<file path="src/rtl/mem_ctrl_pkg.sv">
// Shared definitions for the memory burst controller: default widths and FSM state codes.
package mem_ctrl_pkg;

  localparam int DEF_DATA_W = 8;
  localparam int DEF_ADDR_W = 3;
  localparam int DEF_DEPTH  = 8;
  localparam int DEF_SETTLE = 1;

  localparam logic [2:0] S_IDLE  = 3'd0;
  localparam logic [2:0] S_WRITE = 3'd1;
  localparam logic [2:0] S_FULL  = 3'd2;
  localparam logic [2:0] S_SETUP = 3'd3;
  localparam logic [2:0] S_READ  = 3'd4;

  typedef enum logic [2:0] {
    IDLE  = S_IDLE,
    WRITE = S_WRITE,
    FULL  = S_FULL,
    SETUP = S_SETUP,
    READ  = S_READ
  } state_t;

endpackage

</file>
<file path="src/rtl/burst_addr_counter.sv">
// Up-counter with synchronous clear and enable that wraps to 0 after DEPTH-1.
module burst_addr_counter
  import mem_ctrl_pkg::*;
#(
  parameter int WIDTH = DEF_ADDR_W,
  parameter int DEPTH = DEF_DEPTH
) (
  input  logic             clk,
  input  logic             rst,
  input  logic             clr_i,
  input  logic             en_i,
  output logic [WIDTH-1:0] cnt_o
);

  localparam logic [WIDTH-1:0] LAST = WIDTH'(DEPTH - 1);
  localparam logic [WIDTH-1:0] ONE  = WIDTH'(1);

  logic [WIDTH-1:0] cnt_q, cnt_d;

  // Clear wins over enable.
  always_comb begin
    cnt_d = cnt_q;
    if (clr_i) begin
      cnt_d = '0;
    end else if (en_i) begin
      cnt_d = (cnt_q == LAST) ? '0 : cnt_q + ONE;
    end
  end

  always_ff @(posedge clk) begin
    if (rst) cnt_q <= '0;
    else     cnt_q <= cnt_d;
  end

  assign cnt_o = cnt_q;

endmodule

</file>
<file path="src/rtl/memory_burst_controller.sv">
// Streams bytes into an external 8-word memory from address 0, then reads the burst back on request.
module memory_burst_controller
  import mem_ctrl_pkg::*;
#(
  parameter int DATA_W = DEF_DATA_W,
  parameter int ADDR_W = DEF_ADDR_W,
  parameter int DEPTH  = DEF_DEPTH,
  parameter int SETTLE = DEF_SETTLE
) (
  input  logic              clk,
  input  logic              rst,
  input  logic              wr_valid,
  input  logic [DATA_W-1:0] wr_data,
  output logic              wr_ready,
  input  logic              rd_start,
  output logic              rd_valid,
  output logic [DATA_W-1:0] rd_data,
  output logic              rd_last,
  output logic              busy,
  output logic [ADDR_W:0]   count,
  output logic [ADDR_W-1:0] mem_addr,
  output logic [DATA_W-1:0] mem_in,
  input  logic [DATA_W-1:0] mem_out,
  output logic              fsm_w,
  output logic              fsm_r,
  output logic [2:0]        dbg_state
);

  localparam logic [ADDR_W:0]   CNT_ONE     = (ADDR_W+1)'(1);
  localparam logic [ADDR_W:0]   CNT_FULL    = (ADDR_W+1)'(DEPTH);
  localparam logic [ADDR_W-1:0] ADDR_ONE    = ADDR_W'(1);
  localparam logic [1:0]        SETTLE_LAST = 2'(SETTLE - 1);

  logic [2:0]        state_q, state_d;
  logic [ADDR_W:0]   count_q, count_d;
  logic [ADDR_W-1:0] mem_addr_q, mem_addr_d;
  logic [DATA_W-1:0] mem_in_q, mem_in_d;
  logic [DATA_W-1:0] rd_data_q, rd_data_d;
  logic [1:0]        settle_q, settle_d;
  logic              fsm_w_q, fsm_w_d, fsm_r_q, fsm_r_d;
  logic              rd_valid_q, rd_valid_d, rd_last_q, rd_last_d;
  logic [ADDR_W-1:0] wr_ptr, rd_ptr;
  logic              wr_hs, rd_go, word_done, last_word, can_write;

  // wr_data is consumed on any edge where wr_valid && wr_ready; rd_start wins over a same-cycle write.
  assign can_write = (state_q == S_IDLE) || (state_q == S_WRITE);
  assign wr_ready  = !rst && can_write && (count_q < CNT_FULL) && !rd_start;
  assign wr_hs     = wr_valid && wr_ready;
  assign rd_go     = rd_start && (count_q != '0) && (can_write || state_q == S_FULL);
  assign word_done = (state_q == S_READ) && (settle_q == SETTLE_LAST);
  assign last_word = word_done && (({1'b0, rd_ptr} + CNT_ONE) == count_q);

  burst_addr_counter #(.WIDTH(ADDR_W), .DEPTH(DEPTH)) u_wr_ptr (
    .clk   (clk),
    .rst   (rst),
    .clr_i (last_word),
    .en_i  (wr_hs),
    .cnt_o (wr_ptr)
  );

  burst_addr_counter #(.WIDTH(ADDR_W), .DEPTH(DEPTH)) u_rd_ptr (
    .clk   (clk),
    .rst   (rst),
    .clr_i (last_word),
    .en_i  (word_done),
    .cnt_o (rd_ptr)
  );

  always_comb begin
    state_d    = state_q;
    count_d    = count_q;
    mem_addr_d = mem_addr_q;
    mem_in_d   = mem_in_q;
    rd_data_d  = rd_data_q;
    settle_d   = settle_q;
    fsm_w_d    = fsm_w_q;
    fsm_r_d    = fsm_r_q;
    rd_valid_d = 1'b0;
    rd_last_d  = 1'b0;
    if (rd_go) begin
      state_d    = S_SETUP;
      fsm_w_d    = 1'b0;
      fsm_r_d    = 1'b1;
      mem_addr_d = '0;
      settle_d   = '0;
    end else begin
      case (state_q)
        S_IDLE, S_WRITE: begin
          if (wr_hs) begin
            mem_addr_d = wr_ptr;
            mem_in_d   = wr_data;
            fsm_w_d    = 1'b1;
            count_d    = count_q + CNT_ONE;
            state_d    = (count_d == CNT_FULL) ? S_FULL : S_WRITE;
          end
        end
        // fsm_w stays high for the cycle after the final write so that byte still lands.
        S_FULL:  fsm_w_d = 1'b0;
        S_SETUP: begin
          state_d  = S_READ;
          settle_d = '0;
        end
        S_READ: begin
          if (word_done) begin
            rd_data_d  = mem_out;
            rd_valid_d = 1'b1;
            rd_last_d  = last_word;
            settle_d   = '0;
            if (last_word) begin
              state_d    = S_IDLE;
              count_d    = '0;
              fsm_r_d    = 1'b0;
              mem_addr_d = '0;
            end else begin
              mem_addr_d = rd_ptr + ADDR_ONE;
            end
          end else begin
            settle_d = settle_q + 2'd1;
          end
        end
        default: state_d = S_IDLE;
      endcase
    end
  end

  always_ff @(posedge clk) begin
    if (rst) begin
      state_q    <= S_IDLE;
      count_q    <= '0;
      mem_addr_q <= '0;
      mem_in_q   <= '0;
      rd_data_q  <= '0;
      settle_q   <= '0;
      fsm_w_q    <= 1'b0;
      fsm_r_q    <= 1'b0;
      rd_valid_q <= 1'b0;
      rd_last_q  <= 1'b0;
    end else begin
      state_q    <= state_d;
      count_q    <= count_d;
      mem_addr_q <= mem_addr_d;
      mem_in_q   <= mem_in_d;
      rd_data_q  <= rd_data_d;
      settle_q   <= settle_d;
      fsm_w_q    <= fsm_w_d;
      fsm_r_q    <= fsm_r_d;
      rd_valid_q <= rd_valid_d;
      rd_last_q  <= rd_last_d;
    end
  end

  assign rd_valid  = rd_valid_q;
  assign rd_data   = rd_data_q;
  assign rd_last   = rd_last_q;
  assign busy      = (state_q == S_SETUP) || (state_q == S_READ);
  assign count     = count_q;
  assign mem_addr  = mem_addr_q;
  assign mem_in    = mem_in_q;
  assign fsm_w     = fsm_w_q;
  assign fsm_r     = fsm_r_q;
  assign dbg_state = state_q;

endmodule

</file>
<file path="config.mk">
export PLATFORM = sky130hd
export DESIGN_NAME = memory_burst_controller
export DESIGN_NICKNAME = d
export VERILOG_FILES = /design/src/rtl/mem_ctrl_pkg.sv /design/src/rtl/burst_addr_counter.sv /design/src/rtl/memory_burst_controller.sv
export SDC_FILE = /design/constraint.sdc
export NUM_CORES = 1
export LEC_CHECK = 0
export CAP_MARGIN = 25
export CORE_MARGIN = 2
export CORE_UTILIZATION = 50
export DETAILED_ROUTE_END_ITERATION = 10
export PLACE_DENSITY_LB_ADDON = 0.2
export SYNTH_ARGS = -nofsm -noshare
export SYNTH_HDL_FRONTEND = slang
export SYNTH_HIERARCHICAL = 1
export SYNTH_SLANG_ARGS = --single-unit
</file>
<file path="constraint.sdc">
create_clock -name clk -period 3.6 [get_ports clk]
set_input_delay 0.72 -clock clk [delete_from_list [all_inputs] [get_ports clk]]
set_output_delay 0.72 -clock clk [all_outputs]
set_load 0.1 [all_outputs]
</file>
==> summary.md <==
| Metric | Value |
|---|---|
| Top FF cell, synth | `dfxtp_1` |
| Initial antenna violation count | `0` |
| I/O pin count | `52` |
| Cells after Synth | `218` |
| # fillers | `265` |
| Final WL | `4090 um` |
| CP Buf/Inv Count | `1` |
| Vias | `1696` |
| Worst Hold Path EP | `rd_data[3]` |
| Worst min path class | `flop to flop` |
| Setup crit start kind | `flop` |
| CTS root buf | `clkbuf_4` |
| Worst hold stages | `2` |
| EDFF count, synth | `0` |
| Nets | `296` |
| FF+latch area | `761 um2` |
| Yosys reg bits | `38` |
| Crit path DAT | `2.03 ns` |
| Static Leak | `0.906 nW` |
| Die Height | `64.1 um` |
| Placed wire-length estimate | `2870 um` |
| Cell Pwr Density | `376 mW/mm2` |
| Drc violations | `0` |
| Clk pin slew, worst setup/hold paths | `0.11 ns` |
| Post-CTS Hold Fix Bufs | `0` |
| Final GP Congestion | `0.821` |
| RSZ-0062 raised after global routing | `no` |
| Reg-to-reg critical path startpoint | `count[3]` |
| Distinct cells, synth | `40` |
| Placed Cells | `307` |
| Drt wl/cell | `13.0 um` |
| Die X | `64.1 um` |
| Final Critical Period | `2.75 ns` |
| Reg2Reg Depth | `6` |
| N_diodes | `0` |
| # setup viols final | `0` |
| Largest net degree at the start of global routing | `34` |
| Synth Area in Compound Gates | `19.2%` |
| Routed Antenna Nets | `0` |
| PortBufs | `51` |
| Area occupied by multi-input gates | `968 um2` |
| Fin Clk Skew | `0.00857 ns` |
| Final worst slack | `0.845 ns` |
| Std-Cell Core Area | `0.00339 mm2` |
| Peak supply drop | `0.364 mV` |
| Setup TNS | `0 ns` |
| Largest family of logic cells by synthesized area | `simple AND/OR/NAND/NOR gates` |
| Yosys top cell by area | `dfxtp_1` |
| Grt total ovfl | `0` |
| Critical path data required time | `2.88 ns` |
| Crit-path leading delay family | `buffers and inverters` |
| CP max stage delay | `1.19 ns` |
| Top cells by area, synth | `dfxtp_1, nand2_1, a21oi_1, ha_1, o21ai_0` |
| HP Start | `rd_data[3]` |
| Max-slew headroom | `33.5%` |
| CTS Buf Count | `5` |
| First-pass GRT wire length | `6870 um` |
| Fmax | `363 MHz` |
| # rows | `21` |
| Resized cells post-CTS | `0` |
| Top cells by count, synth | `dfxtp_1, nand2_1, a21oi_1` |
| Initial Util | `53.2%` |
| Final cell count without fillers | `314` |
| Via density per instance | `5.40` |
| CTS sink cnt | `38` |
| Pre-antenna DRT Iters | `4` |
| Critical path type | `flop to output pin` |
| Outcome | `finished clean` |
| Slowest stage cell, crit path | `clkdlybuf4s50_1` |
| Fraction of registers with async set/reset | `0%` |
| Worst Path Max Fanout | `6` |
| Area growth, synth to finish | `35.0%` |
| Vias in the first global route | `1463` |
| Crit path cell chain | `clkdlybuf4s50_1` |
| Simple-gate share of the synthesized area | `23.4%` |
| Final hold viol count | `0` |
| R2R Setup Slk | `1.41 ns` |
| Setup WS pre-CTS | `0.654 ns` |
| Post-route clock period utilization | `76.5%` |
| Share of synthesized area spent on multiplexers | `2.22%` |
| Final slew viol count | `0` |
| Setup Fix Bufs, Post-CTS | `0` |
| Yosys warns | `6` |
| Max Root-Sink Buffers | `2` |
| Critical Path End Type | `output pin` |
| GR Util All Layers | `21.3%` |
| Worst-Margin Slew | `0.995 ns` |
| Net count after synthesis | `246` |
| Synth Cell Area | `0.00180 mm2` |
| Register area share after synthesis | `42.2%` |
| DR iter-0 viols | `112` |
| Post-Synth Adder-Cell Area | `5.55%` |
| Post-Synth XOR/XNOR Area | `2.43%` |
| Clock Latency Late Sink | `0.35 ns` |
| Die area | `0.00410 mm2` |
| CTS tree | `built` |
| Layout cells sized above 1 | `9.70%` |
| Synth top area share | `42.2%` |
| Max_cap viols | `0` |
| R2R Path End | `u_wr_ptr/cnt_o[0]` |
| CTS H-tree depth | `2` |
| Syn_area_per_cell | `8.28 um2` |
-- final cells by class --
class                      instances  share of cell area (%)
clock buffer                       6                    2.11
timing repair buffer              53                    21.3
multi-input combinational        157                    39.8
sequential                        38                    31.2
inverter                          13                    2.00
clock inverter                     1                    1.23
tap                               46                    2.36
-- through the flow --
| step | instance area, um2 | power [mW] | util (%) | hold WS, ns |
|---|---|---|---|---|
| global placement | 2350 | 0.622 | 69.4 | 0.441 |
| global route | 2430 | 0.955 | 71.8 | 0.479 |
| finish | 2430 | 0.914 | 71.8 | 0.461 |
| CTS | 2430 | 0.923 | 71.8 | 0.464 |
| detailed placement | 2350 | 0.623 | 69.4 | 0.449 |
| floorplan | 1820 | 0.568 | - | 0.454 |
-- kinds of logic (layout without fill, tap and decap cells) --
family,after synthesis,in the layout
and+or+nand+nor,86,86
AOI/OAI and AO/OA,54,54
DFF,38,38
buffers and inverters,23,73
adders and majority gates,8,8
xor gates and xnor gates,5,5
muxes,4,4
-- per-layer routing --
| layer | up-vias | GRT usage [%] | routed length, um |
|---|---|---|---|
| li1 | 856 | - | - |
| met1 | 780 | 29.0 | 1930 |
| met2 | 55 | 32.0 | 1840 |
| met3 | 5 | 7.57 | 266 |
| met4 | 0 | 5.71 | 51 |
| met5 | - | 0 | 0 |
-- registers in the layout, indices dropped and copies added (netlist names) --
register / cells
u_rd_ptr/cnt_o: 3
fsm_w: 1
dbg_state: 3
rd_data: 8
count: 4
u_wr_ptr/cnt_o: 3
rd_valid: 1
settle_q: 2
mem_in: 8
rd_last: 1
fsm_r: 1
mem_addr: 3
-- power by group --
part           total (mW)  internal, mW  switching, mW  leakage, nW
Clock               0.301         0.162          0.139       0.0443
Combinational       0.172        0.0552          0.116        0.554
Sequential          0.442         0.431         0.0113        0.308
-- worst max-delay path by stage --
stage	cells after the start	slack, ns	endpoint	from
global route	7	0.80	count[2]	rd_start
floorplan	5	0.28	busy	dbg_state[2]
finish	1	0.85	count[2]	count[2]
CTS	1	0.84	count[2]	count[2]
detailed placement	7	0.65	u_wr_ptr/cnt_o[0]	rd_start
global placement	7	0.72	u_wr_ptr/cnt_o[0]	rd_start
-- placed cells by master, fill, tap and decap left out, drive strengths merged, types with 7 or more instances in the layout --
cell | synthesis | routed
clkdlybuf4s50 | 0 | 43
nand2 | 38 | 38
dfxtp | 38 | 38
a21oi | 24 | 24
nor2 | 14 | 14
inv | 12 | 12
o21ai | 11 | 11
buf | 3 | 10
ha | 8 | 8
nand2b | 7 | 7
Power figures use the tool's default switching activity.
